## config.mk

```make
export PLATFORM = sky130hd
export DESIGN_NAME = access_controller
export DESIGN_NICKNAME = d
export VERILOG_FILES = /design/src/rtl/access_controller.sv
export SDC_FILE = /design/constraint.sdc
export NUM_CORES = 1
export LEC_CHECK = 0
export BUFFER_PORTS_ARGS = -buffer_cell sky130_fd_sc_hd__buf_2
export CORE_MARGIN = 4
export CORE_UTILIZATION = 25
export DETAILED_ROUTE_END_ITERATION = 8
export HOLD_SLACK_MARGIN = 0.1
export PLACE_DENSITY_LB_ADDON = 0.08
export SYNTH_ARGS = -nofsm -noshare
export SYNTH_HDL_FRONTEND = slang
export SYNTH_SLANG_ARGS = --single-unit
```

## constraint.sdc

```tcl
create_clock -name clk -period 1.1 [get_ports clk]
set_input_delay 0.11 -clock clk [delete_from_list [all_inputs] [get_ports clk]]
set_output_delay 0.11 -clock clk [all_outputs]
set_load 0.01 [all_outputs]
```

## src/rtl/access_controller.sv

```systemverilog
// Parking-gate access controller: PIN entry, gate sequencing, wrong-PIN and tailgating alarms.
// Optional WAIT_PIN entry timeout is compiled in when ACCESS_TIMEOUT_EN is defined.
module access_controller #(
    parameter logic [7:0] PIN_CODE       = 8'h35,
    parameter int         MAX_TRIES      = 3,
    parameter int         TIMEOUT_CYCLES = 16
) (
    input  logic       clk,
    input  logic       reset,
    input  logic       sensor_arrive,
    input  logic       sensor_parked,
    input  logic       pin_valid,
    input  logic [7:0] pin,
    output logic       gate_open,
    output logic       gate_close,
    output logic       alarm_pin,
    output logic       alarm_block
);

    typedef enum logic [2:0] {
        IDLE,
        WAIT_PIN,
        OPEN,
        CLOSING,
        BLOCKED
    } state_e;

    localparam int               TRY_W   = (MAX_TRIES < 2) ? 1 : $clog2(MAX_TRIES + 1);
    localparam logic [TRY_W-1:0] TRY_MAX = TRY_W'(MAX_TRIES);

    state_e           state_q, state_d;
    logic [TRY_W-1:0] tries_q, tries_d;
    logic             alarm_pin_q, alarm_pin_d;
    logic             pin_ok, pin_bad;
    logic             timeout_hit;

    assign pin_ok  = pin_valid && (pin == PIN_CODE);
    assign pin_bad = pin_valid && (pin != PIN_CODE);

`ifdef ACCESS_TIMEOUT_EN
    localparam int              TMO_W    = (TIMEOUT_CYCLES < 2) ? 1 : $clog2(TIMEOUT_CYCLES);
    localparam logic [TMO_W-1:0] TMO_LAST = TMO_W'(TIMEOUT_CYCLES - 1);

    logic [TMO_W-1:0] tmo_q, tmo_d;

    // Fires on the last of TIMEOUT_CYCLES consecutive strobe-free cycles in WAIT_PIN.
    assign timeout_hit = (state_q == WAIT_PIN) && !pin_valid && (tmo_q == TMO_LAST);

    always_comb begin
        tmo_d = '0;
        if (state_q == WAIT_PIN && !pin_valid && !timeout_hit) begin
            tmo_d = tmo_q + 1'b1;
        end
    end

    always_ff @(posedge clk) begin
        if (reset) begin
            tmo_q <= '0;
        end else begin
            tmo_q <= tmo_d;
        end
    end
`else
    // No timeout hardware: WAIT_PIN waits forever, and this compare folds to constant 0.
    assign timeout_hit = (TIMEOUT_CYCLES < 0);
`endif

    // NOTE: every signal gets its hold value before the case, so no path can infer a latch.
    always_comb begin
        state_d     = state_q;
        tries_d     = tries_q;
        alarm_pin_d = alarm_pin_q;

        case (state_q)
            IDLE: begin
                if (sensor_arrive) begin
                    state_d = WAIT_PIN;
                    tries_d = '0;
                end
            end

            WAIT_PIN: begin
                if (pin_ok) begin
                    state_d     = OPEN;
                    tries_d     = '0;
                    alarm_pin_d = 1'b0;
                end else if (pin_bad) begin
                    if (tries_q != TRY_MAX) begin
                        tries_d = tries_q + 1'b1;
                    end
                    if (tries_d == TRY_MAX) begin
                        alarm_pin_d = 1'b1;
                    end
                end else if (timeout_hit) begin
                    state_d     = IDLE;
                    tries_d     = '0;
                    alarm_pin_d = 1'b0;
                end
            end

            OPEN: begin
                // A second vehicle at the entrance while the first clears the gate is tailgating.
                if (sensor_parked && sensor_arrive) begin
                    state_d = BLOCKED;
                end else if (sensor_parked) begin
                    state_d = CLOSING;
                end
            end

            CLOSING: begin
                state_d = IDLE;
            end

            BLOCKED: begin
                if (pin_ok) begin
                    state_d = IDLE;
                end
            end

            default: begin
                state_d = IDLE;
            end
        endcase
    end

    // NOTE: sequential state uses non-blocking assignments so all flops update together.
    always_ff @(posedge clk) begin
        if (reset) begin
            state_q     <= IDLE;
            tries_q     <= '0;
            alarm_pin_q <= 1'b0;
        end else begin
            state_q     <= state_d;
            tries_q     <= tries_d;
            alarm_pin_q <= alarm_pin_d;
        end
    end

    assign gate_open   = (state_q == OPEN);
    assign gate_close  = (state_q == CLOSING) || (state_q == BLOCKED);
    assign alarm_block = (state_q == BLOCKED);
    assign alarm_pin   = alarm_pin_q;

endmodule

```

==> out/metrics.yaml <==
path_class: "reg2out"
startpoint_type: "flop"
grt_pass1_wl_um: 1766
drt.antenna.violating_nets: 0
route.vias.total: 422
placed_area_um2: 488.0
startpoint: "state_q[1]"
power_density_mw_per_mm2: 927.3
drc: 0
crit_path_end_kind: "output pin"
drive_gt1_share_pct: 55.38
gp_congestion: 0.6924
fin_nets: 80
hold_start: "reset"
synthesis.area_um2: 372.9
die_width_um: 46.62
grt_usage_pct: 12.27
synth_warnings: 0
ys_ff_latch: 6
crit_required_ns: 0.99
postSynthAreaPerCell_um2: 9.094
p_seq_share_pct: 44.3
syn_to_final_growth_pct: 52.35
ys_types: 30
design.portCount: 17
dieHeight_um: 46.62
dieArea_mm2: 0.002173
clkLatencyLatePin_ns: 0.25
drt_iter0_markers: 6
clock_skew_ns: 0.008439
postLayoutCellArea_um2: 568.0
slew_violations: 0
syn_inst: 41
tightest_slew_ns: 0.3604
cts_sinks: 6
switching_share_pct: 25.60
wirelength_um: 1046
p_sw_uw: 134.9
coreArea_mm2: 0.001350
pwr-share-clk_pct: 39.9
path_max_fanout: 7
worst_slack_ns: -0.02268
drv_cap: 0
rr_startpoint: "state_q[2]"
h-tree-depth: 1
syn_nets: 54
seq_area_um2: 131.4
period_share_pct: 102.1
port_buffers: 16
pwr-share-comb_pct: 15.7
multi_input_area_um2: 251.5
vdd_drop_max_mv: 0.3976
period_minus_slack_ns: 1.123
slew_headroom_pct: 75.65
wl_per_cell_um: 13.08
fill_cells: 139
worstPathArrival_ns: 1.01
tritoncts: "built"
power_leakage_uw: 0.0002577
clk_path_buf_depth: 2
vias_per_cell: 5.275
n_antenna_cell: 0
antenna_found_initial: 0
grt_pass1_vias: 405
start_util_pct: 27.62
grt_overflow: 0
ys_seq_area_share_pct: 32.21
max_freq_mhz: 890.7
cts_made_buffers: 3
place_hpwl_um: 751.7
min-delay-path-class: "in2reg"
row_count: 13
cts-root-buf: "clkbuf_4"
finalPower_uw: 526.7
grt_max_degree: 8
drt_pass1_iterations: 4
violations: "setup timing"
grt_setup_unrepaired: "true"
status: "finished with violations"
path_clk_slew_ns: 0.05
finalHoldViolations: 0
p_int_uw: 391.9
setup_viol: 1
[metrics by stage]
step,utilization [%],hold slack [ns],instances,setup TNS (ns),setup WS [ns]
finish,42.08,0.1249,80,-0.02268,-0.02268
global route,42.08,0.1143,80,-0.2851,-0.09408
CTS,40.87,0.1155,80,-0.04417,-0.04417
detailed placement,36.14,0.3782,74,-0.07353,-0.02794
global placement,36.14,0.3730,74,-0.08026,-0.03470
floorplan,-,0.1810,41,0,0.01493
[power groups by stage]
| stage | combinational (µW) | sequential (µW) | clock, µW |
|---|---|---|---|
| floorplan | 48.5 | 232 | 0 |
| global placement | 69.2 | 242 | 0 |
| detailed placement | 67.9 | 242 | 0 |
| CTS | 76.7 | 235 | 218 |
| global route | 90.9 | 234 | 246 |
| finish | 82.9 | 234 | 210 |
[synth_stat cells (all sizes together)]
cell type  n  area share [%]
o311ai     1             2.3
nor4bb     2             5.4
o22ai      1             1.7
a31oi      1             1.7
nand2      2             2.0
nand4      1             1.7
o21ai      2             2.7
mux2i      2             5.4
and4bb     1             4.4
or3b       1             2.3
nor3       1             1.3
nor2b      1             1.7
a21oi      2             2.7
and3       2             4.7
nand2b     1             1.7
a21boi     1             2.0
nor3b      1             2.0
nand3      1             1.3
nor4       1             3.4
o21a       1             2.0
inv        2             2.0
nor2       2             2.0
buf        2             5.0
or4b       1             2.7
o31ai      1             2.0
or3        1             1.7
dfxtp      6              32
[cell usage in the layout (no fill, tap or decap), types with 2 or more instances in the layout]
| cell | n |
|---|---|
| buf_4 | 6 |
| dfxtp_1 | 3 |
| o21ai_1 | 2 |
| dfxtp_4 | 3 |
| clkbuf_4 | 3 |
| mux2i_1 | 2 |
| nor4bb_1 | 2 |
| nand2_1 | 2 |
| nor2_1 | 2 |
| inv_1 | 2 |
| buf_2 | 16 |
[layout make-up]
type | count | area share [%]
multi-input cells | 31 | 44.27
repair buffers | 23 | 24.01
flip-flops and latches | 6 | 23.13
clock buffers | 3 | 3.965
well taps | 15 | 3.304
inverters | 2 | 1.322
[registers in the layout, indices dropped and copies added, names as in the netlist]
| signal | flops |
|---|---|
| tries_q | 2 |
| alarm_pin | 1 |
| state_q | 3 |
[cells by family after synthesis]
kind of cell | after synthesis | synth area share, %
buffers and inverters | 4 | 7.048
muxes | 2 | 5.369
DFF | 6 | 32.22
and+or+nand+nor | 19 | 38.26
AOI/OAI and AO/OA | 10 | 17.12
[worst paths after layout]
path,to,slack (ns),cells past startpoint
worst min register to register,tries_q[0],0.49,2
worst max register to register,tries_q[1],0,3
worst min-delay path,tries_q[1],0.12,2
worst max-delay path,gate_close,-0.02,4
[per-layer routing]
layer | GRT usage (%) | part of all wire, %
met1 | 14.25 | 42
met3 | 6.250 | 5.9
met5 | 0 | 0
met2 | 17.31 | 52
met4 | 8.287 | 0.38
[worst max-delay path, stage by stage (launching register included)]
cell     delay, ns
dfxtp_4       0.37
buf_6         0.10
nand2_1       0.05
o21ai_1       0.11
buf_2         0.14
[repair_timing]
| action | in CTS | in global routing |
|---|---|---|
| gates resized for setup | 8 | 4 |
| buffers inserted | 4 | 0 |
| hold buffers | 0 | 0 |
| endpoints found under the hold margin | 0 | 0 |
| pin swaps | 2 | 2 |
| gates cloned | 0 | 0 |
| setup endpoints to repair | 7 | 7 |
No activity file was read; power rests on OpenSTA's default activity.
